<file path="src/rtl/seq_div8by4_if.sv">
// Operand/result bundle for the sequential restoring divider.
// The master drives the request and operands; the slave (the divider) returns the results.
interface seq_div8by4_if #(
  parameter int K = 4
);
  logic           start;
  logic [2*K-1:0] dividend;
  logic [K-1:0]   divisor;
  logic           busy;
  logic           done;
  logic [2*K-1:0] quotient;
  logic [K-1:0]   remainder;
  logic           div_by_zero;

  modport master (
    output start, dividend, divisor,
    input  busy, done, quotient, remainder, div_by_zero
  );

  modport slave (
    input  start, dividend, divisor,
    output busy, done, quotient, remainder, div_by_zero
  );
endinterface

</file>
<file path="src/rtl/seq_div8by4.sv">
// Multi-cycle restoring divider: a 2K-bit dividend divided by a K-bit divisor,
// one quotient bit per clock, with a start/done handshake.
module seq_div8by4 #(
  parameter int K = 4
) (
  input  logic             clk,
  input  logic             rst_n,
  seq_div8by4_if.slave     bus
);
  localparam int CW = $clog2(2 * K);

  typedef enum logic [1:0] {IDLE, RUN, DONE} state_t;

  state_t          state_reg, state_next;
  logic [CW-1:0]   cnt_reg;
  logic [2*K-1:0]  qsh_reg;
  logic [K-1:0]    prem_reg;
  logic [K-1:0]    dvs_reg;
  logic [2*K-1:0]  quo_reg;
  logic [K-1:0]    rem_reg;
  logic            dbz_reg;

  logic            accept;
  logic            last;
  logic            div_zero;
  logic [K:0]      p;
  logic            ge;
  logic [K-1:0]    rem_step;
  logic [2*K-1:0]  qsh_step;

  assign accept   = (state_reg != RUN) && bus.start;
  assign last     = (cnt_reg == CW'(2 * K - 1));
  assign div_zero = (bus.divisor == '0);

  // The partial remainder is always below the divisor, so K bits hold it between steps;
  // only the trial value p needs the extra bit.
  assign p        = {prem_reg, qsh_reg[2*K-1]};
  assign ge       = (p >= {1'b0, dvs_reg});
  assign rem_step = ge ? K'(p - {1'b0, dvs_reg}) : p[K-1:0];
  assign qsh_step = {qsh_reg[2*K-2:0], ge};

  always_comb begin
    state_next = state_reg;
    case (state_reg)
      IDLE, DONE: begin
        if (bus.start)
          state_next = div_zero ? DONE : RUN;
        else
          state_next = IDLE;
      end
      RUN: begin
        if (last)
          state_next = DONE;
      end
      default: state_next = IDLE;
    endcase
  end

  always_ff @(posedge clk or negedge rst_n) begin
    if (!rst_n) begin
      state_reg <= IDLE;
      cnt_reg   <= '0;
      qsh_reg   <= '0;
      prem_reg  <= '0;
      dvs_reg   <= '0;
      quo_reg   <= '0;
      rem_reg   <= '0;
      dbz_reg   <= 1'b0;
    end else begin
      state_reg <= state_next;
      if (accept) begin
        qsh_reg  <= bus.dividend;
        dvs_reg  <= bus.divisor;
        prem_reg <= '0;
        cnt_reg  <= '0;
        quo_reg  <= div_zero ? '1 : '0;
        rem_reg  <= '0;
        dbz_reg  <= div_zero;
      end else if (state_reg == RUN) begin
        prem_reg <= rem_step;
        qsh_reg  <= qsh_step;
        cnt_reg  <= cnt_reg + CW'(1);
        if (last) begin
          quo_reg <= qsh_step;
          rem_reg <= rem_step;
        end
      end
    end
  end

  assign bus.busy        = (state_reg == RUN);
  assign bus.done        = (state_reg == DONE);
  assign bus.quotient    = quo_reg;
  assign bus.remainder   = rem_reg;
  assign bus.div_by_zero = dbz_reg;
endmodule

</file>
<file path="src/flat_wrapper.sv">
// flat-port wrapper written by rule: the top's interface ports become plain ports
module seq_div8by4_flat 
#(
  parameter int K = 4
)
  (clk, rst_n, bus_start, bus_dividend, bus_divisor, bus_busy, bus_done, bus_quotient, bus_remainder, bus_div_by_zero);
  seq_div8by4_if #(.K(K)) bus_i ();
  input  logic clk;
  input  logic rst_n;
  input wire logic [$bits(bus_i.start)-1:0] bus_start;
  input wire logic [$bits(bus_i.dividend)-1:0] bus_dividend;
  input wire logic [$bits(bus_i.divisor)-1:0] bus_divisor;
  output wire logic [$bits(bus_i.busy)-1:0] bus_busy;
  output wire logic [$bits(bus_i.done)-1:0] bus_done;
  output wire logic [$bits(bus_i.quotient)-1:0] bus_quotient;
  output wire logic [$bits(bus_i.remainder)-1:0] bus_remainder;
  output wire logic [$bits(bus_i.div_by_zero)-1:0] bus_div_by_zero;
  assign bus_i.start = bus_start;
  assign bus_i.dividend = bus_dividend;
  assign bus_i.divisor = bus_divisor;
  assign bus_busy = bus_i.busy;
  assign bus_done = bus_i.done;
  assign bus_quotient = bus_i.quotient;
  assign bus_remainder = bus_i.remainder;
  assign bus_div_by_zero = bus_i.div_by_zero;
  seq_div8by4 #(.K(K)) u_core (.clk(clk), .rst_n(rst_n), .bus(bus_i));
endmodule
</file>
<file path="config.mk">
export PLATFORM = sky130hd
export DESIGN_NAME = seq_div8by4_flat
export DESIGN_NICKNAME = d
export VERILOG_FILES = /design/src/rtl/seq_div8by4_if.sv /design/src/rtl/seq_div8by4.sv /design/src/flat_wrapper.sv
export SDC_FILE = /design/constraint.sdc
export NUM_CORES = 1
export LEC_CHECK = 0
export ABC_AREA = 1
export CORE_MARGIN = 10
export CORE_UTILIZATION = 45
export DETAILED_ROUTE_END_ITERATION = 6
export GPL_TIMING_DRIVEN = 1
export PLACE_DENSITY = 0.7
export SYNTH_ARGS = -nofsm -noshare
export SYNTH_HDL_FRONTEND = slang
export SYNTH_SLANG_ARGS = --single-unit
export TNS_END_PERCENT = 1
</file>
<file path="constraint.sdc">
create_clock -name clk -period 2.1 [get_ports clk]
set_clock_uncertainty 0.05 [all_clocks]
set_input_delay 0.525 -clock clk [delete_from_list [all_inputs] [get_ports clk]]
set_output_delay 0.525 -clock clk [all_outputs]
set_load 0.02 [all_outputs]
</file>
==> results of run 1 <==
==> path summary, 6_finish.rpt <==
kind,startpoint,end,slack (ns)
max,u_core.state_reg[1],bus_busy,0.16
min,u_core.bus.remainder[3],u_core.bus.remainder[3],0.43
max reg2reg,u_core.prem_reg[1],u_core.qsh_reg[0],0.35
min reg2reg,u_core.bus.remainder[3],u_core.bus.remainder[3],0.43
max in group asynchronous,rst_n,u_core.qsh_reg[7],1.08
min in group asynchronous,rst_n,u_core.cnt_reg[1],0.59
==> layout make-up <==
cell class	count	area share, %
multi-input cells	123	33.8
repair buffers	32	14.6
inverters	20	4.19
well taps	48	2.80
flip-flops and latches	34	39.6
clock buffers	7	3.55
clock inverters	1	1.40
==> critical path, delay by kind of cell (launching register included) <==
family,cells,cell delay [ns]
buffers and inverters,1,0.38
DFF,1,0.44
and+or+nand+nor,1,0.26
==> routing by layer <==
| metal | routed length [um] | global-route usage (%) | vias up |
|---|---|---|---|
| met5 | 0 | 0 | - |
| met4 | 33 | 3.06 | 0 |
| met3 | 243 | 5.13 | 5 |
| met2 | 1830 | 19.0 | 37 |
| met1 | 1720 | 15.8 | 621 |
| li1 | - | - | 672 |
==> synthesized netlist by cell type (2+ instances only) <==
| master | n |
|---|---|
| nand2_1 | 36 |
| nor2_1 | 20 |
| a22o_1 | 2 |
| nand3_1 | 6 |
| buf_8 | 2 |
| a21oi_1 | 10 |
| nand4_1 | 7 |
| nor2_2 | 3 |
| o21ai_0 | 11 |
| ha_1 | 6 |
| a21oi_2 | 2 |
| o22ai_1 | 5 |
| dfrtp_1 | 34 |
| nor2_8 | 3 |
| nand2_2 | 3 |
| inv_1 | 16 |
| buf_6 | 2 |
==> power breakdown <==
group | total (W) | leakage [nW] | switching [W] | internal (W)
combinational | 0.00190 | 0.582 | 0.00114 | 0.000761
clock | 0.000592 | 0.0524 | 0.000237 | 0.000355
sequential | 0.00117 | 0.400 | 0.000197 | 0.000973
==> kinds of logic (layout without fill, tap and decap cells) <==
kind of cell | count (synthesis) | in the layout | share of synthesized area [%]
AND/OR/NAND/NOR | 83 | 83 | 25.5
XOR/XNOR | 1 | 1 | 0.509
AO/OA/AOI/OAI | 32 | 32 | 10.8
flip-flops | 34 | 34 | 49.5
adder cells (fa/ha/maj) | 7 | 7 | 5.53
buffers and inverters | 24 | 60 | 8.29
==> what timing repair did <==
action | 4_1_cts | 5_1_grt
gates resized for setup | 1 | 1
setup buffers | 0 | 0
endpoints found under the setup margin | 1 | 1
==> placed cells by master (no fill, tap or decap), drive strengths merged, types with 5 or more instances in the layout <==
cell and count:
a21oi 12, clkbuf 7, nand4 7, nand2 41
nand3 6, ha 6, dfrtp 34, inv 20
nor2 27, o21ai 11, clkdlybuf4s50 27, o22ai 5
==> metrics by stage <==
stage	worst slack, ns	hold slack (ns)
4_1_cts	0.0205	0.437
5_1_grt	0.105	0.448
3_3_place_gp	0.155	0.408
2_1_floorplan	0.571	0.179
3_5_place_dp	0.112	0.421
6_report	0.160	0.430
==> impl_metrics.ini, run 1 <==
[outcome]
status = completed

[worst_setup_path]
cp_slowest_cell = dfrtp_1
cp_cell_sequence = nor2_8 > dlygate4sd2_1
worst-path-max-fanout = 9
r2r_cells = 9
crit_required_ns = 1.52
max_stage_delay_ns = 0.44
arrival_ns = 1.36
end_kind = output pin
critPathKind = reg -> out
start_kind = flop

[cts]
ctsHoldBuffers = 0
clock_sinks = 34
cts_buffers = 5
h-tree-depth = 2
cts_tree = yes
clk_latency_ns = 0.29
clock_tree.buffer_depth = 2
root_buffer = clkbuf_8
clk_pin_slew_ns = 0.07

[timing]
setup_viol = 0
tns_ns = 0
tightest_slew_ns = 0.441
relSlewSlack_pct = 70.6
finalCritPeriodShare_pct = 92.4
min_period_ns = 1.94
hold_violations = 0
max_freq_mhz = 515
rsz0062_at_grt = false
maxSlewViolCount = 0

[routing]
drt-total-wl_um = 3830
dr.pass1.iters = 4
wl_per_cell_um = 14.5
drc = 0
first_iter_violations = 108
detailroute.via_count = 1335
avgViaCountPerCell = 5.04
antenna_left = 0

[grt]
grt_pass1_vias = 1302
grt_pass1_wl_um = 6380
grt_usage_pct = 12.4
antenna_found_initial = 0
grt_max_degree = 35
overflow = 0

[synth]
synth-edff-count = 0
yosys.area.top_type = dfrtp_1
yosysSeqAreaShare_pct = 49.5
yosysWarnings = 0
synth_top_cell_area_share_pct = 49.5
ys_ff_latch = 34
synth_nets = 203
syn_inst = 181
yosysUniqueCellTypes = 30
syn-cell-area_um2 = 1720
ys_async_sr_fraction_pct = 100
ys.flop_type = dfrtp_1
synth_area_leaders = dfrtp_1 49%, nand2_1 7.9%, ha_1 4.4%, nor2_1 4.4%, nor2_8 3.5%
synth_area_per_cell_um2 = 9.50

[finish]
drive_gt1_share_pct = 12.4
num_antenna_cells = 0
multi_input_area_um2 = 727
register_area_um2 = 851
nFillCells = 348
syn_to_final_growth_pct = 24.9
fin_cells = 265
final_area_um2 = 2150
final_core_util_pct = 58.2
nets = 238

[min_path]
holdCritPathClass = reg -> reg
hold_depth = 2

[job]
max-cap-violations = 0

[pwr]
p_leak_nw = 1.03
pwr_density_cell_nw_per_um2 = 1700
p_total_w = 0.00366
peakVddDrop_v = 0.000848

[floorplanning]
die_w_um = 81.8
ios = 30
die_height_um = 81.8
num_rows = 22
core_um2 = 3690
design.die.area_um2 = 6700
start_util_pct = 46.6

[placed_design]
dp_cells = 257
gp_congestion = 0.873
placedInstanceArea_um2 = 2040
hpwl_um = 2920
io_buffers = 29
(Power assumes the default switching activity.)
==> run 2, diff against run 1 <==
--- a/config.mk
+++ b/config.mk
@@ -6,11 +6,12 @@
 export NUM_CORES = 1
 export LEC_CHECK = 0
 export ABC_AREA = 1
+export CORE_ASPECT_RATIO = 1.4
 export CORE_MARGIN = 10
 export CORE_UTILIZATION = 45
 export DETAILED_ROUTE_END_ITERATION = 6
+export DONT_BUFFER_PORTS = 1
 export GPL_TIMING_DRIVEN = 1
-export PLACE_DENSITY = 0.7
 export SYNTH_ARGS = -nofsm -noshare
 export SYNTH_HDL_FRONTEND = slang
 export SYNTH_SLANG_ARGS = --single-unit
==> constraint.sdc (replaced) <==
create_clock -name clk -period 2.05 [get_ports clk]
set_clock_uncertainty 0.05 [all_clocks]
set_input_delay 0.5125 -clock clk [delete_from_list [all_inputs] [get_ports clk]]
set_output_delay 0.5125 -clock clk [all_outputs]
set_load 0.02 [all_outputs]
==> run 2 against run 1 <==
Against the previous run:
- global-route usage shrank 0.44 points
- via count shrank 4.9%
- routed wire length shrank 1.8%
- sequential share of layout area grew 6.3 points
- die area grew 0.52%
- first-iteration DRC count shrank 29%
- critical path depth grew 7
- largest power group unchanged
- highest routed layer unchanged
- register-to-register slack lost 0.08 ns
- clock power shrank 12%
- sequential power grew 15%
==> impl_metrics.ini, run 2 (synthesis gave the netlist of run 1 again) <==
[cts]
cts_resized = 0
clock_sinks = 34
root_buffer = clkbuf_8
cts_buffers = 5
clk_latency_ns = 0.29
cts_setup_buffers = 0
cts_tree = yes
clock_tree.buffer_depth = 2
clk_pin_slew_ns = 0.07
ctsHoldBuffers = 2
h-tree-depth = 2

[floorplanning]
start_util_pct = 46.8
ios = 30
design.die.area_um2 = 6730
core_um2 = 3680
die_w_um = 72.3
num_rows = 26
die_height_um = 93.2

[routing]
wl_per_cell_um = 16.4
dr.pass1.iters = 4
drc = 0
first_iter_violations = 77
detailroute.via_count = 1269
avgViaCountPerCell = 5.52
drt-total-wl_um = 3760
antenna_left = 0

[worst_setup_path]
worst-path-max-fanout = 6
cp_cell_sequence = ha_1 > a21oi_1 > nand2_1 > nand2_1 > nand2_1 > nand2_1 > nand2_1 > o21ai_0 > inv_1
crit_required_ns = 2.18
end_kind = flop
critPathKind = reg -> reg
reg2reg_from = u_core.prem_reg[1]
cp_slowest_cell = dfrtp_1
arrival_ns = 1.90
r2r_cells = 9
endpoint = u_core.qsh_reg[0]
start_kind = flop
crit_start = u_core.prem_reg[1]
r2r_slack_ns = 0.27
max_stage_delay_ns = 0.40
cp_common_cell = nand2_1
r2r_end = u_core.qsh_reg[0]

[timing]
tns_ns = 0
maxSlewViolCount = 0
hold_violations = 0
setup_viol = 0
rsz0062_at_grt = false
max_freq_mhz = 563
relSlewSlack_pct = 73.2
tightest_slew_ns = 0.401
min_period_ns = 1.78
finalCritPeriodShare_pct = 86.6
holdWs_ns = 0.297

[finish]
syn_to_final_growth_pct = 7.71
multi_input_area_um2 = 727
register_area_um2 = 851
drive_gt1_share_pct = 14.9
final_common_cell = nand2_1
final_cell_mix = 36 x nand2_1, 34 x dfrtp_1, 20 x nor2_1
fin_cells = 230
nets = 209
num_antenna_cells = 0
final_area_um2 = 1850
nFillCells = 342

[placed_design]
gp_congestion = 0.825
io_buffers = 0
dp_cells = 220
hpwl_um = 2840
placedInstanceArea_um2 = 1730

[grt]
grt_pass1_wl_um = 6380
grt_usage_pct = 11.9
grt_pass1_vias = 1377
antenna_found_initial = 0
overflow = 0
grt_max_degree = 35

[pwr]
pwr_density_cell_nw_per_um2 = 1840
p_total_w = 0.00341
peakVddDrop_v = 0.000847
p_leak_nw = 0.901

[job]
max-cap-violations = 0

[min_path]
holdCritPathClass = in -> reg

[outcome]
status = completed
run 2: final cells by class:
type                    instances  area share [%]
flip-flops and latches         34            45.9
multi-input cells             123            39.2
inverters                      20            4.86
clock buffers                   6            4.46
well taps                      42            2.84
repair buffers                  3            2.03
clock inverters                 2           0.675
run 2: power by group:
group,switching [W],internal (W),total [W]
Combinational,0.000980,0.000562,0.00154
Clock,0.000248,0.000270,0.000518
Sequential,0.000360,0.000995,0.00135
run 2: worst min-delay path by stage:
stage               slack (ns)                     end  cells past startpoint      startpoint
CTS                       0.29       u_core.dvs_reg[1]                      2  bus_divisor[1]
finish                    0.30       u_core.dvs_reg[1]                      2  bus_divisor[1]
global route              0.30       u_core.dvs_reg[3]                      2  bus_divisor[3]
detailed placement        0.17       u_core.dvs_reg[3]                      0           rst_n
floorplan                 0.17  u_core.bus.div_by_zero                      0           rst_n
global placement          0.17      u_core.prem_reg[2]                      0           rst_n
run 2: through the flow:
step / util [%] / setup slack [ns]
2_1_floorplan: - / 0.521
3_3_place_gp: 47.0 / 0.443
3_5_place_dp: 47.0 / 0.319
4_1_cts: 50.4 / 0.310
5_1_grt: 50.4 / 0.148
6_report: 50.4 / 0.274
run 2: worst max-delay path: cells and delay by family, from the launching register on:
kind	cells	cell delay, ns
AO/OA/AOI/OAI	2	0.29
AND/OR/NAND/NOR	5	0.54
flip-flops	1	0.40
buffers and inverters	1	0.05
adder cells (fa/ha/maj)	1	0.34
run 2: routing by layer:
metal  part of all wire, %  routed length (um)  vias to the layer above  global-route usage, %
met5                     0                   0                        -                      0
met3                   8.7                 326                       10                   5.71
met2                    53                1980                       41                   20.3
met4                   2.5                  94                        0                   6.15
met1                    36                1360                      608                   11.6
li1                      -                   -                      610                      -
==> run 3, diff against run 2 <==
--- a/config.mk
+++ b/config.mk
@@ -9,6 +9,7 @@
 export CORE_ASPECT_RATIO = 1.4
 export CORE_MARGIN = 10
 export CORE_UTILIZATION = 45
+export CTS_BUF_LIST = sky130_fd_sc_hd__clkbuf_2 sky130_fd_sc_hd__clkbuf_4 sky130_fd_sc_hd__clkbuf_8
 export DETAILED_ROUTE_END_ITERATION = 6
 export DONT_BUFFER_PORTS = 1
 export GPL_TIMING_DRIVEN = 1
==> results of run 3 <==
The final DEF is identical to that of run 2; final timing and power are the same.
